**config.mk**
```make
export PLATFORM = sky130hd
export DESIGN_NAME = rom_port_arbiter
export DESIGN_NICKNAME = d
export VERILOG_FILES = /design/src/rtl/rom_port_arbiter.sv
export SDC_FILE = /design/constraint.sdc
export NUM_CORES = 1
export LEC_CHECK = 0
export BUFFER_PORTS_ARGS = -buffer_cell sky130_fd_sc_hd__buf_2
export CORE_ASPECT_RATIO = 0.9
export CORE_MARGIN = 5
export CORE_UTILIZATION = 25
export CTS_BUF_LIST = sky130_fd_sc_hd__clkbuf_8 sky130_fd_sc_hd__clkbuf_16
export DETAILED_ROUTE_END_ITERATION = 10
export HOLD_SLACK_MARGIN = 0.1
export SLEW_MARGIN = 20
export SYNTH_ARGS = -nofsm -noshare
export SYNTH_HDL_FRONTEND = slang
export SYNTH_SLANG_ARGS = --single-unit
```
**constraint.sdc**
```tcl
create_clock -name clk -period 2 [get_ports clk]
set_clock_uncertainty 0.1 [all_clocks]
set_input_delay 0.2 -clock clk [delete_from_list [all_inputs] [get_ports clk]]
set_output_delay 0.2 -clock clk [all_outputs]
set_load 0.05 [all_outputs]
```
**src/rtl/rom_port_arbiter.sv**
```systemverilog
// Shares the program ROM read port between instruction fetch and LPM, one read per clock.
// Grant is issued on the request edge and valid follows one cycle later. Requests that lose arbitration are simply held by the requester.
module rom_port_arbiter #(
   parameter int DATA_WIDTH   = 16,
   parameter int ADDR_WIDTH   = 8,
   parameter int STARVE_LIMIT = 4
) (
   input  logic                  clk,
   input  logic                  reset,
   input  logic                  if_req,
   input  logic [ADDR_WIDTH-1:0] if_addr,
   input  logic                  if_flush,
   output logic                  if_grant,
   output logic                  if_valid,
   output logic [DATA_WIDTH-1:0] if_data,
   output logic [ADDR_WIDTH-1:0] if_rsp_addr,
   input  logic                  lpm_req,
   input  logic [ADDR_WIDTH:0]   lpm_addr,
   output logic                  lpm_grant,
   output logic                  lpm_valid,
   output logic [7:0]            lpm_data,
   output logic [ADDR_WIDTH-1:0] rom_addr,
   input  logic [DATA_WIDTH-1:0] rom_data
);

   typedef enum logic [1:0] {OWN_NONE, OWN_IF, OWN_LPM} owner_t;

   localparam logic [3:0] LIMIT = 4'(STARVE_LIMIT);

   owner_t                owner_q, owner_d;
   logic [ADDR_WIDTH-1:0] rom_addr_q, rom_addr_d;
   logic [ADDR_WIDTH-1:0] rsp_addr_q, rsp_addr_d;
   logic                  lpm_hi_q, lpm_hi_d;
   logic [3:0]            starve_q, starve_d;
   logic                  if_grant_q, if_grant_d;
   logic                  lpm_grant_q, lpm_grant_d;
   logic                  if_valid_q, if_valid_d;
   logic                  lpm_valid_q, lpm_valid_d;
   logic [DATA_WIDTH-1:0] if_data_q, if_data_d;
   logic [ADDR_WIDTH-1:0] if_rsp_addr_q, if_rsp_addr_d;
   logic [7:0]            lpm_data_q, lpm_data_d;
   logic                  win_if, win_lpm;

   always_comb begin
      owner_d       = OWN_NONE;
      rom_addr_d    = rom_addr_q;
      rsp_addr_d    = rsp_addr_q;
      lpm_hi_d      = lpm_hi_q;
      starve_d      = starve_q;
      if_grant_d    = 1'b0;
      lpm_grant_d   = 1'b0;
      if_valid_d    = 1'b0;
      lpm_valid_d   = 1'b0;
      if_data_d     = if_data_q;
      if_rsp_addr_d = if_rsp_addr_q;
      lpm_data_d    = lpm_data_q;

      // Fetch wins ties until LPM has waited STARVE_LIMIT fetch grants.
      win_if  = if_req && (!lpm_req || starve_q != LIMIT);
      win_lpm = lpm_req && !win_if;

      if (win_if) begin
         owner_d    = OWN_IF;
         rom_addr_d = if_addr;
         rsp_addr_d = if_addr;
         if_grant_d = 1'b1;
         if (!lpm_req)
            starve_d = 4'd0;
         else if (starve_q != LIMIT)
            starve_d = starve_q + 4'd1;
      end else if (win_lpm) begin
         owner_d     = OWN_LPM;
         rom_addr_d  = lpm_addr[ADDR_WIDTH:1];
         lpm_hi_d    = lpm_addr[0];
         lpm_grant_d = 1'b1;
         starve_d    = 4'd0;
      end else begin
         starve_d = 4'd0;
      end

      // Retire the read granted on the previous edge; ROM data was latched mid-cycle.
      case (owner_q)
         OWN_IF: begin
            if_data_d     = rom_data;
            if_rsp_addr_d = rsp_addr_q;
            if_valid_d    = !if_flush;
         end
         OWN_LPM: begin
            lpm_data_d  = lpm_hi_q ? rom_data[15:8] : rom_data[7:0];
            lpm_valid_d = 1'b1;
         end
         default: ;
      endcase
   end

   always_ff @(posedge clk) begin
      if (reset) begin
         owner_q       <= OWN_NONE;
         rom_addr_q    <= '0;
         rsp_addr_q    <= '0;
         lpm_hi_q      <= 1'b0;
         starve_q      <= 4'd0;
         if_grant_q    <= 1'b0;
         lpm_grant_q   <= 1'b0;
         if_valid_q    <= 1'b0;
         lpm_valid_q   <= 1'b0;
         if_data_q     <= '0;
         if_rsp_addr_q <= '0;
         lpm_data_q    <= '0;
      end else begin
         owner_q       <= owner_d;
         rom_addr_q    <= rom_addr_d;
         rsp_addr_q    <= rsp_addr_d;
         lpm_hi_q      <= lpm_hi_d;
         starve_q      <= starve_d;
         if_grant_q    <= if_grant_d;
         lpm_grant_q   <= lpm_grant_d;
         if_valid_q    <= if_valid_d;
         lpm_valid_q   <= lpm_valid_d;
         if_data_q     <= if_data_d;
         if_rsp_addr_q <= if_rsp_addr_d;
         lpm_data_q    <= lpm_data_d;
      end
   end

   assign if_grant    = if_grant_q;
   assign lpm_grant   = lpm_grant_q;
   assign if_valid    = if_valid_q;
   assign lpm_valid   = lpm_valid_q;
   assign if_data     = if_data_q;
   assign if_rsp_addr = if_rsp_addr_q;
   assign lpm_data    = lpm_data_q;
   assign rom_addr    = rom_addr_q;

endmodule

```
; Word level (Yosys, flattened, before mapping)
; Cells that the tools add are included.
[word_totals]
input_bits = 38
word_cells = 39
ff_bits = 59
out_inout_bits = 44
[op_classes]
n_addsub = 1
n_bitwise = 3
reduce_logical = 11
eq_ne = 3
mux = 8
[ops]
columns = operator, count
row1 = $mux W8, 3
row2 = $add A4 B1 Y4 const B, 1
row3 = $mux W1, 4
row4 = $ne A4 B3 Y1 const B, 1
row5 = $reduce_or A2 Y1, 2
row6 = $logic_not A1 Y1, 3
row7 = $not A1 Y1, 3
row8 = $reduce_or A3 Y1, 1
row9 = $eq A2 B1 Y1 const B, 1
row10 = $eq A2 B2 Y1 const B, 1
row11 = $logic_and A1 B1 Y1, 2
row12 = $mux W2, 1
row13 = $reduce_and A2 Y1, 1
row14 = $reduce_bool A2 Y1, 1
row15 = $logic_or A1 B1 Y1, 1

; Depth between registers and ports, before layout
[depth]
word_depth = 7
ltp_mapped = 6
mapped_depth_nobuf = 5

; Least setup slack after synthesis
; Ideal clock, no wire load.
[synth_timing]
path_kind = register to register
from = reg owner_q[1]
to = reg lpm_data_q[6] (netlist: lpm_data[6])
setup_ns = 0.086
n_path_buf = 2
required_time_ns = 1.814
synth_period_minus_slack_ns = 1.582
slack_ns = 0.418
path_stages_with_launch = 6
t_arrival_ns = 1.396
cell_sequence = dfxtp_1 nor2b_1 buf_2 buf_2 nor2_1 a211oi_1
[synth_via]
elab_chain_cells = 1
[synth_rtl]
columns = element, line
row1 = "start, declared", 30  ; owner_t owner_q, owner_d;
row2 = "start signal, assigned", 111  ; owner_q <= owner_d;
row3 = $eq A2 B2 Y1, 82  ; case (owner_q)
row4 = "end signal, assigned", 122  ; lpm_data_q <= lpm_data_d;
row5 = "end, declared", 41  ; logic [7:0] lpm_data_q, lpm_data_d;
; No other way between the ends.
; A chain may end at the register's enable or synchronous reset.

; Final worst setup path
[layout_timing]
from = reg starve_q[0]
to = reg rsp_addr_q[5]
[layout_via]
elab_chain_cells = 3
[layout_rtl]
columns = element, line
row1 = "start, declared", 34  ; logic [3:0] starve_q, starve_d;
row2 = "start signal, assigned", 115  ; starve_q <= starve_d;
row3 = $ne A4 B3 Y1, 59  ; win_if = if_req && (!lpm_req || starve_q != LIMIT);
row4 = $logic_or A1 B1 Y1, 59
row5 = $logic_and A1 B1 Y1, 59
row6 = "end signal, assigned", 113  ; rsp_addr_q <= rsp_addr_d;
row7 = "end, declared", 32  ; logic [ADDR_WIDTH-1:0] rsp_addr_q, rsp_addr_d;
; No other way between the ends.

==> flow_summary.ini <==
[route]
routed_wl_mm = 6.24
drtIter0Drc = 88
via_per_inst = 4.26
vias = 1990
drtPass1Iterations = 4
postRouteAntennaNets = 0
wire_per_inst_um = 13.4
drc_errors = 0

[power]
internal-power_mw = 1.98
swShare_pct = 27.1
ir_worst_vdd_mv = 0.417
clock_power_share_pct = 38.9
p_sw_mw = 0.736
power_per_cell_area_mw_per_mm2 = 839
p_leak_nw = 1.41
p_seq_share_pct = 44.9
combinationalPowerShare_pct = 16.2

[sta]
finalCritPeriodShare_pct = 82.2
fin_crit_ns = 1.64
timing.fmax_mhz = 608
finalMaxSlewViolations = 0
rsz0062_at_grt = no
max_slew_margin_pct = 62.0
setup-violations-final = 0
worst_slew_pin_slew_ns = 0.569
setup_tns_ns = 0
finalHoldViolCount = 0

[floorplanning]
core-area_mm2 = 0.00849
start_util_pct = 25.3
io-pin-count = 82
die_area_mm2 = 0.0106
die_h_um = 98.0
die_w_um = 108
row_count = 32

[grt]
first_global_vias = 2107
antenna_found_initial = 0
grtUsageTotal_pct = 12.9
grt_pass1_wl_mm = 10.6
grt_overflow = 0
grt_max_degree = 24

[yosys]
synth_edf_count = 0
synthArstFlopShare_pct = 0
synth_top_cell_by_area = dfxtp_1
ys.warnings.count = 0
netlist_top_cells_area = dfxtp_1 53%, nand2_1 8.6%, mux2i_1 7.9%
synth_cells = 226
syn-cell-area_mm2 = 0.00215
synth_common_cells = 57 x dfxtp_1, 49 x nand2_1, 27 x a21oi_1
ys_seq_area_share_pct = 53.1
synth_fp_nets = 266
synth.most_common_cell = dfxtp_1
ys_seq_elements = 57
synth_flop_cell = dfxtp_1
synth_cell_types = 26
synth_top_area_share_pct = 53.1
syn_area_per_cell_um2 = 9.51

[min_path]
min_path_cells = 2
min_path_type = in -> reg
hold_start = reset
whs_endpoint = if_rsp_addr[5]

[placement]
dp_hpwl_mm = 4.36
dpl-instance-area_mm2 = 0.00269
gp_congestion = 0.753
portBuffers = 81

[finish]
stdcell_area_mm2 = 0.00324
area_growth_pct = 50.5
nets = 384
drive_gt1_share_pct = 32.5
diodes = 0

[clock_network]
post_cts_buffers = 0
insertion_delay_ns = 0.33
tritoncts = built
htree_num_levels = 3
clockRootBuffer = clkbuf_8
cts_sinks = 57
clk_pin_slew_ns = 0.07
cts_buffers = 9
clockBufferDepth = 2

[worst_setup_path]
worst_ep_required_time_ns = 2.17
setup.worst_path.start_class = register
end_kind = register
critPathMaxFanout = 17
rrSetupSlack_ns = 0.36
crit_type = reg -> reg
r2r_cells = 6
arrival_ns = 1.82
r2r_start = starve_q[0]
reg2reg_to = rsp_addr_q[5]

[job]
drv_cap = 0

[run_status]
status = completed
-- area by class of cell --
cell class,instances,area (um^2)
timing repair buffer,122,813
clock inverter,4,43.8
multi-input combinational,150,922
tap,119,149
clock buffer,11,151
fill,888,5250
inverter,4,15.0
sequential,57,1140
-- per-layer routing --
layer,up-vias,track usage (%),share of wire [%]
met5,-,0,0
met4,0,5.73,0.95
met3,5,3.77,3.9
met2,43,19.9,47
met1,929,16.7,48
li1,1013,-,-
-- power by group through the flow --
stage               Clock (mW)  Sequential, mW  Combinational (mW)
floorplan                    0            1.38               0.125
global placement             0            1.24               0.385
detailed placement           0            1.24               0.391
CTS                       1.09            1.22               0.443
global route              1.15            1.23               0.476
finish                    1.06            1.22               0.440
-- stage by stage --
step	power [mW]	hold slack (ns)	util [%]	instances	setup slack [ns]
6_report	2.72	0.192	38.1	467	0.356
5_1_grt	2.85	0.192	38.1	467	0.224
4_1_cts	2.75	0.180	38.1	467	0.360
3_5_place_dp	1.63	0.269	31.7	417	0.385
3_3_place_gp	1.63	0.262	31.7	417	0.418
2_1_floorplan	1.51	0.177	-	226	0.418
-- repair_timing --
action                    CTS  global route
hold endpoints to repair   35             0
resized for setup           0             0
hold buffers               35             0
-- flip-flops by register name (all words and copies together) (netlist names) --
register,flops
if_valid,1
lpm_data,8
lpm_hi_q,1
if_rsp_addr,8
rsp_addr_q,8
if_data,16
owner_q,2
starve_q,4
rom_addr,8
lpm_valid,1
-- cell families after synthesis --
kind of cell	count (synthesis)	synth area share [%]
muxes	17	7.92
buffers and inverters	19	4.13
DFF	57	53.1
and+or+nand+nor	77	16.3
adders and majority gates	2	1.16
AOI/OAI and AO/OA	54	17.4
-- how the worst max path moves through the flow --
stage,from,to,slack [ns],cells after the start
after floorplan,owner_q[1],lpm_data[6],0.42,5
after detailed placement,starve_q[0],rsp_addr_q[5],0.38,6
final,starve_q[0],rsp_addr_q[5],0.36,6
after global routing,starve_q[0],rsp_addr_q[3],0.22,5
after CTS,starve_q[0],rsp_addr_q[0],0.36,6
after global placement,starve_q[0],rsp_addr_q[5],0.42,6
-- critical path, cell delays in order (launching register included) --
cell	delay, ns
dfxtp_1	0.38
inv_1	0.06
ha_1	0.24
and4b_4	0.22
nor3b_4	0.16
buf_4	0.25
a22o_2	0.17
-- layout by cell type (no fill, tap or decap), types with 3 or more instances in the layout --
master | netlist | routed
buf_2 | 8 | 81
inv_1 | 4 | 5
buf_4 | 0 | 5
a211oi_1 | 8 | 8
mux2i_1 | 17 | 17
dfxtp_1 | 57 | 57
nor2b_1 | 4 | 3
dlygate4sd3_1 | 0 | 35
nand2_1 | 49 | 49
clkbuf_8 | 0 | 11
o2bb2ai_1 | 8 | 8
a22o_2 | 7 | 7
nor2_1 | 13 | 13
a21oi_1 | 27 | 27
Note: power is estimated with default switching activity, not from simulation.
